<file path="src/rtl/cacheline_adaptor.sv">
// Bridges a 256-bit line request to a 4-beat 64-bit memory burst; resp_o follows the 4th beat by one cycle.
// Gaps on resp_i stall the burst indefinitely; CACHELINE_ADAPTOR_CWF_EN selects critical-word-first beat order.
module cacheline_adaptor (
    input  logic         clk,
    input  logic         rst_n,
    input  logic [255:0] line_i,
    output logic [255:0] line_o,
    input  logic [31:0]  address_i,
    input  logic         read_i,
    input  logic         write_i,
    output logic         resp_o,
    input  logic [63:0]  burst_i,
    output logic [63:0]  burst_o,
    output logic [31:0]  address_o,
    output logic         read_o,
    output logic         write_o,
    input  logic         resp_i
);

    typedef enum logic [1:0] {
        IDLE     = 2'd0,
        RD_BURST = 2'd1,
        WR_BURST = 2'd2,
        DONE     = 2'd3
    } state_t;

    state_t         state_q, state_d;
    logic [1:0]     slot_q, slot_d;
    logic [1:0]     nbeat_q, nbeat_d;
    logic [31:0]    addr_q, addr_d;
    logic [255:0]   wline_q, wline_d;
    logic [255:0]   rline_q, rline_d;
    logic [1:0]     start_slot;
    logic           last_beat;
    logic           unused_addr;

    // Slot order and beat count are tracked separately so a wrapped CWF burst still ends after 4 beats.
`ifdef CACHELINE_ADAPTOR_CWF_EN
    assign start_slot = address_i[4:3];
`else
    assign start_slot = 2'b00;
`endif

    assign unused_addr = ^address_i[4:0];
    assign last_beat   = resp_i && (nbeat_q == 2'd3);

    always_ff @(posedge clk) begin
        if (!rst_n) begin
            state_q <= IDLE;
        end else begin
            state_q <= state_d;
        end
    end

    always_comb begin
        state_d = state_q;
        case (state_q)
            IDLE: begin
                if (write_i) begin
                    state_d = WR_BURST;
                end else if (read_i) begin
                    state_d = RD_BURST;
                end
            end
            RD_BURST: begin
                if (last_beat) begin
                    state_d = DONE;
                end
            end
            WR_BURST: begin
                if (last_beat) begin
                    state_d = DONE;
                end
            end
            DONE:    state_d = IDLE;
            default: state_d = IDLE;
        endcase
    end

    always_comb begin
        read_o    = (state_q == RD_BURST) && (nbeat_q == 2'd0);
        write_o   = (state_q == WR_BURST);
        resp_o    = (state_q == DONE);
        burst_o   = '0;
        address_o = addr_q;
        line_o    = rline_q;
        if (state_q == WR_BURST) begin
            burst_o = wline_q[{slot_q, 6'b0} +: 64];
        end
    end

    always_ff @(posedge clk) begin
        if (!rst_n) begin
            slot_q  <= 2'd0;
            nbeat_q <= 2'd0;
            addr_q  <= '0;
            wline_q <= '0;
            rline_q <= '0;
        end else begin
            slot_q  <= slot_d;
            nbeat_q <= nbeat_d;
            addr_q  <= addr_d;
            wline_q <= wline_d;
            rline_q <= rline_d;
        end
    end

    always_comb begin
        slot_d  = slot_q;
        nbeat_d = nbeat_q;
        addr_d  = addr_q;
        wline_d = wline_q;
        rline_d = rline_q;
        case (state_q)
            IDLE: begin
                if (write_i || read_i) begin
                    addr_d  = {address_i[31:5], start_slot, 3'b000};
                    slot_d  = start_slot;
                    nbeat_d = 2'd0;
                    if (write_i) begin
                        wline_d = line_i;
                    end
                end
            end
            RD_BURST: begin
                if (resp_i) begin
                    rline_d[{slot_q, 6'b0} +: 64] = burst_i;
                    slot_d  = slot_q + 2'd1;
                    nbeat_d = nbeat_q + 2'd1;
                end
            end
            WR_BURST: begin
                if (resp_i) begin
                    slot_d  = slot_q + 2'd1;
                    nbeat_d = nbeat_q + 2'd1;
                end
            end
            default: begin
            end
        endcase
    end

endmodule
</file>
<file path="config.mk">
export PLATFORM = sky130hd
export DESIGN_NAME = cacheline_adaptor
export DESIGN_NICKNAME = d
export VERILOG_FILES = /design/src/rtl/cacheline_adaptor.sv
export SDC_FILE = /design/constraint.sdc
export NUM_CORES = 1
export LEC_CHECK = 0
export CELL_PAD_IN_SITES_DETAIL_PLACEMENT = 1
export CELL_PAD_IN_SITES_GLOBAL_PLACEMENT = 1
export CORE_AREA = 3 3 278 280
export CTS_BUF_LIST = sky130_fd_sc_hd__clkbuf_8
export DETAILED_ROUTE_END_ITERATION = 16
export DIE_AREA = 0 0 281 283
export HOLD_SLACK_MARGIN = 0.08
export PLACE_DENSITY_LB_ADDON = 0.3
export SYNTH_ARGS = -nofsm -noshare
export SYNTH_HDL_FRONTEND = slang
export SYNTH_SLANG_ARGS = --single-unit
</file>
<file path="constraint.sdc">
create_clock -name clk -period 3.9 [get_ports clk]
set_clock_uncertainty 0.2 [all_clocks]
set_input_delay 0.39 -clock clk [delete_from_list [all_inputs] [get_ports clk]]
set_output_delay 0.39 -clock clk [all_outputs]
set_load 0.01 [all_outputs]
</file>
==> results.md <==
* Status: complete, no violations
* Post-CTS setup buffer count at 0
* Switch Pwr at 5.28 mW
* Critical path, cell by cell: buf_12 > mux4_2 > and2_1 > clkdlybuf4s50_1
* Critical R2R Launch: slot_q[0]$_SDFFE_PN0P_
* Crit path max fanout at 65
* TritonCTS buffer count at 101
* Simple-Gate Fraction of Synth Area at 18.0%
* Initial antenna violation count at 21
* Initial drt markers at 873
* Setup Crit Path Kind: reg2out
* Clock share of power at 32.8%
* Relative slew slack at 38.7%
* R2R setup slack at 1.15 ns
* Setup WS pre-CTS at 0.914 ns
* Layout area overhead at 61.3%
* Final Wtd Congestion at 0.813
* Setup crit start: slot_q[0]$_SDFFE_PN0P_
* First-pass GRT wire length at 135000 um
* P_int at 11.1 mW
* Reg2reg end: line_o[210]$_SDFFE_PN0P_
* Skew-Pair Late Insertion Delay at 0.65 ns
* CP max stage cell: mux4_2
* Layout Utilization at 44.6%
* Final nets at 3599
* Max cap viols at 0
* RSZ-0062 raised after global routing: no
* Logic pwr share at 27.2%
* Switching Share at 32.2%
* Worst R2R Path Depth at 6
* Synth Area in Compound Gates at 16.4%
* DRT Pass-1 Iters at 5
* Die X-Extent at 281 um
* Post_cts resized at 0
* Reg power frac at 40.0%
* Die height at 283 um
* Critical Path RT at 3.31 ns
* DP HPWL at 58200 um
* Endpoint class of the critical path: primary output
* Wirelength per Cell at 20.9 um
* DRC violations left at 0
* Core Box Area at 74700 sq um
* Worst Hold Launch: line_i[63]
* Ratio of routed vias to standard cells at 4.87
* Peak per-stage delay on the critical path at 0.60 ns
* Synthesized cell area at 20600 sq um
* Cell Area, Placed at 28400 sq um
* Final worst slack at 0.322 ns
* H-tree levels at 3
* Hold_buf cts at 291
* End point of the critical path: burst_o[1]
* IO buf count at 701
* Post-synthesis xor/xnor area fraction at 0%
* Startpoint types: register
* Clock-pin transition on the worst setup and hold timing paths at 0.06 ns
* Core Rows at 100
* Power after layout at 16.4 mW
* Sequential share of the synthesized area at 52.8%
* Via count at 20800
* Proportion of layout cells with a drive suffix above 1 at 9.31%
* Syn Area/Cell at 8.94 sq um
* TNS Setup at 0 ns
* LEAKAGE at 12.5 nW
* Number of synthesized register bits at 545
* Starting Density at 27.6%
* Max Slew Vio Count at 0
* Min Tclk post-route at 3.58 ns
* Post-synthesis mux area share at 7.18%
* Cells after Synth at 2309
* Fill cells at 8425
* Final hold viol count at 0
* GRT Total Usage at 21.6%
* Tcrit/Tclk final at 91.7%
* Final non-filler cell area at 33300 sq um
* Clk sink count at 545
* CTS tree: yes
* Root Buffer: clkbuf_8
* Grt ovf at 0
* Die ar. at 79500 sq um
* Vias in the first global route at 23000
* Largest family of logic cells by synthesized area: simple AND/OR/NAND/NOR gates
* Hold crit path type: in2reg
* CTS Buffer Depth at 3
* Fmax at 280 MHz
* Fin cells at 4282
* Crit path DAT at 2.99 ns
* Io pins at 712
* Routed Antenna Nets at 0
* Routed wire length at 89700 um
* PwrDens at 493 nW/um^2
* Syn. warnings at 0
* Largest net degree at the start of global routing at 167
* Post-Place Cells at 3804
* Final setup viols at 0
* Peak supply drop at 0.275 mV
* Hold slack final at 0.149 ns
* Post-Synth Adder-Cell Area at 0.788%
* Worst Tran Pin Value at 0.918 ns
* Number of distinct library cells after synthesis at 39
[power by group through the flow]
stage | Sequential (mW) | Combinational (mW) | Clock [mW]
4_1_cts | 6.55 | 4.47 | 5.53
5_1_grt | 6.63 | 4.87 | 5.80
2_1_floorplan | 6.60 | 2.50 | 0
3_3_place_gp | 6.61 | 4.09 | 0
3_5_place_dp | 6.66 | 4.21 | 0
6_report | 6.56 | 4.46 | 5.39
[worst min-delay path by stage]
stage	to	slack, ns	cells past startpoint
after floorplan	wline_q[128]$_SDFFE_PN0P_	0.23	2
after global placement	wline_q[168]$_SDFFE_PN0P_	0.24	2
after detailed placement	wline_q[132]$_SDFFE_PN0P_	0.25	2
after CTS	line_o[37]$_SDFFE_PN0P_	0.08	2
after global routing	line_o[16]$_SDFFE_PN0P_	0.12	2
final	wline_q[63]$_SDFFE_PN0P_	0.15	3
[cells in the final DEF, fill, tap and decap left out, drive strengths merged, types with 2 or more instances in the layout]
cell type | netlist | final
clkbuf | 116 | 124
mux4 | 64 | 64
clkinv | 0 | 7
a32o | 64 | 64
and2 | 66 | 66
nand3 | 6 | 6
conb | 1 | 5
o21ai | 3 | 3
dlygate4sd3 | 0 | 291
and3 | 3 | 3
dfxtp | 545 | 545
ha | 13 | 13
nand4b | 2 | 2
nand2 | 829 | 829
a21oi | 286 | 286
inv | 7 | 47
buf | 94 | 32
o22ai | 190 | 190
mux2i | 4 | 4
nand2b | 4 | 4
clkdlybuf4s50 | 0 | 700
diode | 0 | 15
[synthesized netlist by cell type (all sizes together)]
| cell | instances | area (sq um) |
|---|---|---|
| o311a | 1 | 10.0 |
| mux4 | 64 | 1440 |
| nand2 | 829 | 3110 |
| nand3 | 6 | 40.0 |
| o22ai | 190 | 1190 |
| and2b | 1 | 8.76 |
| dfxtp | 545 | 10900 |
| o21a | 1 | 7.51 |
| buf | 94 | 519 |
| inv | 7 | 26.3 |
| nor2b | 1 | 6.26 |
| nor3 | 1 | 10.0 |
| nor4 | 1 | 21.3 |
| clkbuf | 116 | 435 |
| and3 | 3 | 18.8 |
| nand2b | 4 | 25.0 |
| a211o | 1 | 8.76 |
| nand4 | 1 | 6.26 |
| ha | 13 | 163 |
| nor3b | 1 | 7.51 |
| a21boi | 1 | 7.51 |
| a32o | 64 | 716 |
| conb | 1 | 3.75 |
| a21oi | 286 | 1430 |
| nand4b | 2 | 32.5 |
| o21ai | 3 | 15.0 |
| mux2i | 4 | 40.0 |
| and2 | 66 | 413 |
| nor4b | 1 | 15.0 |
| nor2 | 1 | 3.75 |
[critical path: cells and delay by family (launching register included)]
| family | cells | cell delay, ns |
|---|---|---|
| flip-flops | 1 | 0.41 |
| buffers and inverters | 2 | 0.88 |
| multiplexers | 1 | 0.60 |
| AND/OR/NAND/NOR | 1 | 0.23 |
[cell families after synthesis]
group,count (synthesis)
other,1
adders and majority gates,13
and+or+nand+nor,918
DFF,545
AOI/OAI and AO/OA,547
buffers and inverters,217
muxes,68
[flip-flops by register name (all words and copies together) (netlist names)]
name / count
line_o: 256
wline_q: 256
address_o: 27
nbeat_q: 2
slot_q: 2
state_q: 2
[metal layers]
layer  track usage (%)  up-vias  share of wire, %
met4              9.90       12               4.0
li1                  -     9777                 -
met2              39.3      689                51
met1              23.1    10200                38
met3              6.04      190               6.9
met5                 0        -             0.089
[layout make-up]
class / count / area, sq um / share of cell area, %
diodes: 15 / 37.5 / 0.113
flip-flops and latches: 545 / 10900 / 32.8
repair buffers: 1023 / 10300 / 31.1
clock buffers: 124 / 1710 / 5.13
inverters: 7 / 33.8 / 0.101
well taps: 969 / 1210 / 3.64
clock inverters: 48 / 256 / 0.770
multi-input cells: 1551 / 8790 / 26.4
Note: power is estimated with default switching activity, not from simulation.
